===== config.mk =====
export PLATFORM = sky130hd
export DESIGN_NAME = uart_tx_piso
export DESIGN_NICKNAME = d
export VERILOG_FILES = /design/src/rtl/uart_pkg.sv /design/src/rtl/uart_bit_timer.sv /design/src/rtl/uart_tx_piso.sv
export SDC_FILE = /design/constraint.sdc
export NUM_CORES = 1
export LEC_CHECK = 0
export CAP_MARGIN = 20
export CORE_ASPECT_RATIO = 0.7
export CORE_UTILIZATION = 30
export CTS_CLUSTER_DIAMETER = 150
export DETAILED_ROUTE_END_ITERATION = 16
export GPL_TIMING_DRIVEN = 0
export SLEW_MARGIN = 10
export SYNTH_ARGS = -nofsm -noshare
export SYNTH_HDL_FRONTEND = slang
export SYNTH_SLANG_ARGS = --single-unit

===== constraint.sdc =====
create_clock -name baud_clk -period 4.7 [get_ports baud_clk]
set_clock_uncertainty 0.2 [all_clocks]
set_input_delay 0.94 -clock baud_clk [delete_from_list [all_inputs] [get_ports baud_clk]]
set_output_delay 0.94 -clock baud_clk [all_outputs]
set_load 0.1 [all_outputs]

===== src/rtl/uart_pkg.sv =====
// uart_pkg: UART framing constants, TX state encoding and frame builder shared by TX and RX
package uart_pkg;
   localparam int FRAME_BITS = 11;
   localparam int DATA_BITS = 8;
   localparam int OVERSAMPLE_DEF = 16;
   typedef enum logic [2:0] {IDLE, START, DATA, PARITY, STOP} tx_state_e;
   // {stop, parity, data, start}; bit 0 goes on the line first
   function automatic logic [FRAME_BITS-1:0] build_frame(input logic [DATA_BITS-1:0] d, input logic odd);
      return {1'b1, ^d ^ odd, d, 1'b0};
   endfunction
endpackage


===== src/rtl/uart_bit_timer.sv =====
// uart_bit_timer: modulo-OVERSAMPLE baud counter with synchronous clear and end-of-bit strobe
module uart_bit_timer
   import uart_pkg::*;
#(
   parameter int OVERSAMPLE = OVERSAMPLE_DEF,
   localparam int TW = $clog2(OVERSAMPLE)
) (
   input  logic          baud_clk,
   input  logic          rst_n,
   input  logic          clr,
   input  logic          en,
   output logic [TW-1:0] cnt,
   output logic          bit_end
);
   assign bit_end = en && cnt == TW'(OVERSAMPLE - 1);
   always_ff @(posedge baud_clk)
      cnt <= (!rst_n || clr || bit_end) ? '0 : cnt + TW'(en);
endmodule


===== src/rtl/uart_tx_piso.sv =====
// uart_tx_piso: valid/ready byte in, 11-bit start/data/parity/stop frame out on data_tx
module uart_tx_piso
   import uart_pkg::*;
#(
   parameter int   OVERSAMPLE = OVERSAMPLE_DEF,
   parameter logic PARITY_ODD = 1'b0
) (
   input  logic                 baud_clk,
   input  logic                 rst_n,
   input  logic [DATA_BITS-1:0] tx_data,
   input  logic                 tx_valid,
   output logic                 tx_ready,
   output logic                 data_tx,
   output logic                 active_flag,
   output logic                 tx_done
);
   localparam int TW = $clog2(OVERSAMPLE);
   tx_state_e             state;
   logic [DATA_BITS-1:0]  hold;
   logic [FRAME_BITS-2:0] sh;
   logic [FRAME_BITS-1:0] frame;
   logic [2:0]            idx;
   logic [TW-1:0]         cnt;
   logic                  hold_full, bit_end, accept, final_stop, direct, load;
   assign tx_ready = !hold_full;
   assign accept = tx_valid && tx_ready;
   assign final_stop = state == STOP && bit_end;
   // the final stop cycle counts as idle so a fresh byte starts with zero gap
   assign direct = accept && (state == IDLE || final_stop);
   assign load = direct || (final_stop && hold_full);
   assign frame = build_frame(direct ? tx_data : hold, PARITY_ODD);
   uart_bit_timer #(.OVERSAMPLE(OVERSAMPLE)) u_timer (
      .baud_clk(baud_clk),
      .rst_n(rst_n),
      .clr(state == IDLE),
      .en(state != IDLE),
      .cnt(cnt),
      .bit_end(bit_end)
   );
   always_ff @(posedge baud_clk) begin
      if (!rst_n) begin
         state <= IDLE;
         hold <= '0;
         hold_full <= 1'b0;
         sh <= '0;
         idx <= '0;
         data_tx <= 1'b1;
         active_flag <= 1'b0;
         tx_done <= 1'b0;
      end else begin
         tx_done <= state == STOP && cnt == TW'(OVERSAMPLE - 2);
         if (accept && !direct) begin
            hold <= tx_data;
            hold_full <= 1'b1;
         end
         if (load) begin
            state <= START;
            sh <= frame[FRAME_BITS-1:1];
            data_tx <= frame[0];
            active_flag <= 1'b1;
            if (!direct) hold_full <= 1'b0;
         end else if (bit_end) begin
            data_tx <= state == STOP ? 1'b1 : sh[0];
            sh <= sh >> 1;
            case (state)
               START: state <= DATA;
               DATA: begin
                  idx <= idx + 3'd1;
                  if (idx == 3'(DATA_BITS - 1)) state <= PARITY;
               end
               PARITY: state <= STOP;
               STOP: begin
                  state <= IDLE;
                  active_flag <= 1'b0;
               end
               default: state <= IDLE;
            endcase
         end
      end
   end
endmodule


==> results of run 1 <==
## layout by cell type (no fill, tap or decap), types with 4 or more instances in the layout
master,synthesis,routed
nor2b_1,10,10
and3_1,9,9
xnor2_1,14,14
and2_1,4,4
clkdlybuf4s50_1,0,13
dfxtp_1,32,32
nand2_1,17,17
ha_1,4,4
clkbuf_1,2,4
mux2i_1,26,26
buf_6,4,4
nor3_1,4,4
nor2_1,8,8
clkbuf_8,0,6
## synth_stat cells (all sizes together) (4+ instances only)
cell type / number / area [µm²]
dfxtp: 32 / 641
mux2i: 26 / 260
nand2: 17 / 63.8
xnor2: 14 / 123
nor2: 10 / 52.6
nor2b: 10 / 62.6
and3: 9 / 56.3
buf: 7 / 60.1
nor3: 5 / 30.0
and2: 4 / 25.0
ha: 4 / 50.1
o21ai: 4 / 23.8
## cell families after synthesis
logic type               Yosys count
AND/OR/NAND/NOR                   62
flip-flops                        32
multiplexers                      27
XOR/XNOR                          17
AO/OA/AOI/OAI                     16
buffers and inverters             12
adder cells (fa/ha/maj)            4
## area by class of cell
cell class | count | area, µm²
Fill cell | 562 | 3340
Multi-Input combinational cell | 126 | 973
Sequential cell | 32 | 641
Timing Repair Buffer | 13 | 130
Clock buffer | 8 | 90.1
Tap cell | 72 | 90.1
Buffer | 9 | 67.6
Inverter | 3 | 11.3
## per-stage QoR
step | area [µm²] | worst slack [ns] | util | total power, µW | hold slack (ns)
6_report | 2000 | 1.72 | 0.375 | 659 | 0.281
5_1_grt | 2000 | 1.67 | 0.375 | 696 | 0.312
4_1_cts | 2000 | 1.70 | 0.375 | 668 | 0.282
3_5_place_dp | 1910 | 1.75 | 0.358 | 450 | 0.272
3_3_place_gp | 1910 | 1.74 | 0.358 | 450 | 0.268
2_1_floorplan | 1690 | 2.45 | - | 415 | 0.252
## report_power, final
group          total [µW]  switching [µW]  internal, µW
sequential            304            14.0           290
combinational         140            75.1          64.6
clock                 216            96.8           119
total                 659             186           474
## per-layer routing
metal / GRT usage / share of wire / vias up
li1: - / - / 624
met1: 0.183 / 0.58 / 530
met2: 0.154 / 0.37 / 19
met3: 0.0387 / 0.039 / 5
met4: 0.0410 / 0.011 / 0
met5: 0 / 0 / -
## sequential cells by signal (all words and copies together) (netlist names)
signal and count:
data_tx 1, hold 8, tx_done 1, hold_full 1, state 3, active_flag 1
u_timer.cnt 4, idx 3, sh 10
## path summary, 6_finish.rpt
| path | cells after the start | start | slack [ns] | endpoint |
|---|---|---|---|---|
| max | 2 | hold_full$_SDFF_PN0_ | 1.72 | tx_ready |
| min | 2 | sh[9]$_SDFFE_PN0P_ | 0.28 | sh[9]$_SDFFE_PN0P_ |
| max reg2reg | 6 | u_timer.cnt[2]$_SDFF_PP0_ | 2.70 | sh[0]$_SDFFE_PN0P_ |
| min reg2reg | 2 | sh[9]$_SDFFE_PN0P_ | 0.28 | sh[9]$_SDFFE_PN0P_ |
## tightest hold or removal path, delay by kind of cell, from the launching register on
kind	cells	cell delay (ns)
AO/OA/AOI/OAI	2	0.13
flip-flops	1	0.31
==> results_dict.tcl, run 1 <==
set metrics [dict create \
    outcome "finished, final reports clean" \
    numClockSinks 32 \
    buffer_ports.inserted 13 \
    synth_fa_ha_area_frac 0.0296 \
    grt_remaining_overflow 0 \
    timing.critical_path.arrival_ns 1.84 \
    worst_tran_pin_value_ns 0.959 \
    grt_pass1_vias 1099 \
    worst_skew_pair.late_latency_ns 0.28 \
    slew_viol_final 0 \
    die_outline_width_um 91.8 \
    cp.buffers_inverters 2 \
    worst_path_largest_cell_delay_ns 1.12 \
    start_kind "flip-flop" \
    floorplan.rows 22 \
    synth_area_per_cell_um2 9.96 \
    start_util 0.317 \
    yosysWarnings 0 \
    postCtsResizedCells 0 \
    finalWirelength_um 3150 \
    route.detailed.drc 0 \
    route.antenna.remaining_nets 0 \
    routabilityCongestion 0.769 \
    ctsRootBufferMaster "clkbuf_8" \
    worst_setup_hold_path_clk_slew_ns 0.07 \
    path_delay_family "buffers and inverters" \
    detailedPlacementHpwl_um 2310 \
    asyncSetResetFlopFracSynth 0 \
    routed_vias 1178 \
    final_period_minus_worst_setup_slack_ns 2.98 \
    synth.lib_cells_used.distinct 36 \
    clock_path_buffers 2 \
    drive_gt1_frac 0.131 \
    achievable-frequency_mhz 336 \
    diodes 0 \
    first_pass_iters 4 \
    dp.cells 255 \
    synth_compound_area_frac 0.0865 \
    peak_fanout_along_the_critical_path 6 \
    final_min_period_over_clock_period 0.634 \
    fin_setup_tns_ns 0 \
    synth_cells 170 \
    synth_simple_gate_area_share 0.208 \
    powerDensity_nw_per_um2 329 \
    worst_ir_drop_vdd_v 0.000123 \
    grt_pass1_wl_um 5450 \
    synth_edf_count 0 \
    post_drt_wl_per_cell_um 12.0 \
    ys_ff_latch 32 \
    hold_violations 0 \
    pin_count_of_the_biggest_net_entering_global_routing 11 \
    yosys_most_used_dff "dfxtp_1" \
    final_layout_net_count 205 \
    floorplan.io_pins 15 \
    mappedNetlistNets 185 \
    xor_xnor_share_of_the_synthesized_area 0.0880 \
    worstPathRequired_ns 3.56 \
    chipHeight_um 64.9 \
    cts.hold.buffers_added 0 \
    synth_sequential_area_ratio 0.378 \
    cts_made_buffers 5 \
    htreeDepth 2 \
    total_core_area_um2 5340 \
    timing_worst_setup_path_type "flip-flop to output pin" \
    dieArea_um2 5950 \
    max_cap_viol_count 0 \
    p_leak_uw 0.000775 \
    timing.critical_path.cells "inv_1 -> clkdlybuf4s50_1" \
    layout.cells.non_filler 263 \
    syn-cell-area_um2 1690 \
    drt-vias-per-instance 4.48 \
    synth.area.mux_share 0.163 \
    synth_top_family_by_area "simple AND/OR/NAND/NOR gates" \
    highest_delay_cell_along_the_critical_path "clkdlybuf4s50_1" \
    postCtsSetupBuffers 0 \
    iteration_0_drc_count_of_the_detailed_router 58 \
    tritoncts_clock_tree "built" \
    initial_antenna_violation_count 0 \
    hp_class "flip-flop to flip-flop" \
    timing.slew.headroom 0.359 \
    critical_path.endpoint_type "output pin" \
    groute.usage.overall 0.121 \
    areaGrowthSynthToFinish_pct 18.3 \
    unrepaired_setup_endpoints_after_global_routing "false" \
    setup_viol 0 \
]
Note: power is estimated with default switching activity, not from simulation.
==> inputs of run 2 (changes only) <==
- clock period: 4.7 -> 2.4 ns (I/O delays scaled with it)
==> run 2 against run 1 <==
Compared with the run above:
- final area about the same
- first-iteration DRC count unchanged
- routed wire length increased by 0.16%
- non-clock buffer count unchanged
- register-to-register slack got worse by 2.3 ns
- critical endpoint unchanged
- worst hold slack about the same
- count of clock-buffer cells in the layout unchanged
- critical path depth unchanged
- combinational power increased by 93%
- sequential cell count unchanged
- critical path type unchanged
==> results_dict.tcl, run 2 (same netlist as run 1, synthesis figures left out) <==
set metrics [dict create \
    floorplan.rows 22 \
    setup_ws_ns 0.162 \
    layout_top_registers "sh x10, hold x8, u_timer.cnt x4" \
    final_common_cell "dfxtp_1" \
    detailedPlacementHpwl_um 2310 \
    final.fill_count 564 \
    route.detailed.drc 0 \
    cts_made_buffers 5 \
    clock_path_buffers 2 \
    hold_path_startpoint "sh[9]$_SDFFE_PN0P_" \
    ctsRootBufferMaster "clkbuf_8" \
    diodes 0 \
    initial_antenna_violation_count 0 \
    numClockSinks 32 \
    unrepaired_setup_endpoints_after_global_routing "false" \
    post_drt_wl_per_cell_um 12.0 \
    max_cap_viol_count 0 \
    chipHeight_um 64.9 \
    hp_class "flip-flop to flip-flop" \
    htreeDepth 2 \
    peak_fanout_along_the_critical_path 6 \
    floorplan.io_pins 15 \
    route.antenna.remaining_nets 0 \
    worst_ir_drop_vdd_v 0.000242 \
    timing.critical_path.arrival_ns 1.56 \
    final_layout_net_count 205 \
    crit_path_start "hold_full$_SDFF_PN0_" \
    powerDensity_nw_per_um2 643 \
    critical_path.endpoint_type "output pin" \
    postCtsSetupBuffers 0 \
    tritoncts_clock_tree "built" \
    grt_pass1_vias 1099 \
    timing.slew.headroom 0.360 \
    slew_viol_final 0 \
    total_core_area_um2 5340 \
    routed_vias 1180 \
    grt_remaining_overflow 0 \
    dp.cells 255 \
    achievable-frequency_mhz 447 \
    buffer_ports.inserted 13 \
    critical_path.reg2reg.startpoint "u_timer.cnt[2]$_SDFF_PP0_" \
    place_ws_ns -0.0896 \
    iteration_0_drc_count_of_the_detailed_router 58 \
    worst_skew_pair.late_latency_ns 0.28 \
    outcome "finished, final reports clean" \
    routabilityCongestion 0.769 \
    areaGrowthSynthToFinish_pct 18.3 \
    layout.cells.non_filler 263 \
    drt-vias-per-instance 4.49 \
    max_flop_register "sh" \
    first_pass_iters 4 \
    drive_gt1_frac 0.131 \
    largest_register_ffs 10 \
    grt_pass1_wl_um 5460 \
    dieArea_um2 5950 \
    worstPathRequired_ns 1.72 \
    hold_violations 0 \
    worst_tran_pin_value_ns 0.959 \
    groute.usage.overall 0.121 \
    top_library_cells_by_usage_in_the_layout_fill_and_taps_aside "dfxtp_1, mux2i_1, nand2_1" \
    setup_viol 0 \
    die_outline_width_um 91.8 \
    final_period_minus_worst_setup_slack_ns 2.24 \
    finalWirelength_um 3150 \
    pin_count_of_the_biggest_net_entering_global_routing 11 \
    final_min_period_over_clock_period 0.932 \
    worst_setup_hold_path_clk_slew_ns 0.07 \
    p_leak_uw 0.000795 \
    start_util 0.317 \
    timing_worst_setup_path_type "flip-flop to output pin" \
    start_kind "flip-flop" \
]
run 2: changes by cell type in the layout (fill, tap and decap cells not counted):
cell / delta
dlymetal6s2s_1: +1
clkdlybuf4s50_1: -4
dlygate4sd2_1: +3
run 2: worst paths after layout:
check,cells past startpoint,end,slack [ns]
worst min register to register,2,sh[9]$_SDFFE_PN0P_,0.28
worst max register to register,6,sh[0]$_SDFFE_PN0P_,0.40
worst max-delay path,2,tx_ready,0.16
worst min-delay path,2,sh[9]$_SDFFE_PN0P_,0.28
run 2: critical path, cell delays in order (launching register included):
cell and delay [ns]:
dfxtp_1 0.37, inv_1 0.07, dlygate4sd2_1 0.84
run 2: final cells by class:
| type | instances | area, µm² | share of cell area |
|---|---|---|---|
| multi-input cells | 126 | 973 | 0.486 |
| flip-flops and latches | 32 | 641 | 0.320 |
| repair buffers | 13 | 129 | 0.0644 |
| clock buffers | 8 | 90.1 | 0.0450 |
| well taps | 72 | 90.1 | 0.0450 |
| plain buffers | 9 | 67.6 | 0.0338 |
| inverters | 3 | 11.3 | 0.00563 |
run 2: power breakdown:
part | leakage [µW] | internal (µW) | total, µW | switching [µW]
clock | 0.0000455 | 234 | 423 | 190
sequential | 0.000261 | 567 | 594 | 27.3
combinational | 0.000488 | 123 | 270 | 147
total | 0.000795 | 924 | 1290 | 364
run 2: layer usage:
layer	vias to the layer above	GRT usage	share of wire
li1	624	-	-
met1	530	0.183	0.58
met2	21	0.155	0.37
met3	5	0.0387	0.041
met4	0	0.0410	0.011
met5	-	0	0
run 2: metrics by stage:
step / hold WS (ns) / total power, µW / setup TNS (ns) / utilization / instance area [µm²]
6_report: 0.281 / 1290 / 0 / 0.375 / 2000
4_1_cts: 0.282 / 1300 / 0 / 0.374 / 2000
2_1_floorplan: 0.252 / 812 / 0 / - / 1690
3_5_place_dp: 0.272 / 881 / -0.572 / 0.358 / 1910
5_1_grt: 0.310 / 1360 / 0 / 0.375 / 2000
3_3_place_gp: 0.268 / 881 / -0.637 / 0.358 / 1910
run 2: repair_timing:
action	in CTS	in global routing
gates cloned	0	0
hold buffers	0	0
endpoints found under the hold margin	0	0
gates resized for setup	3	1
endpoints found under the setup margin	3	1
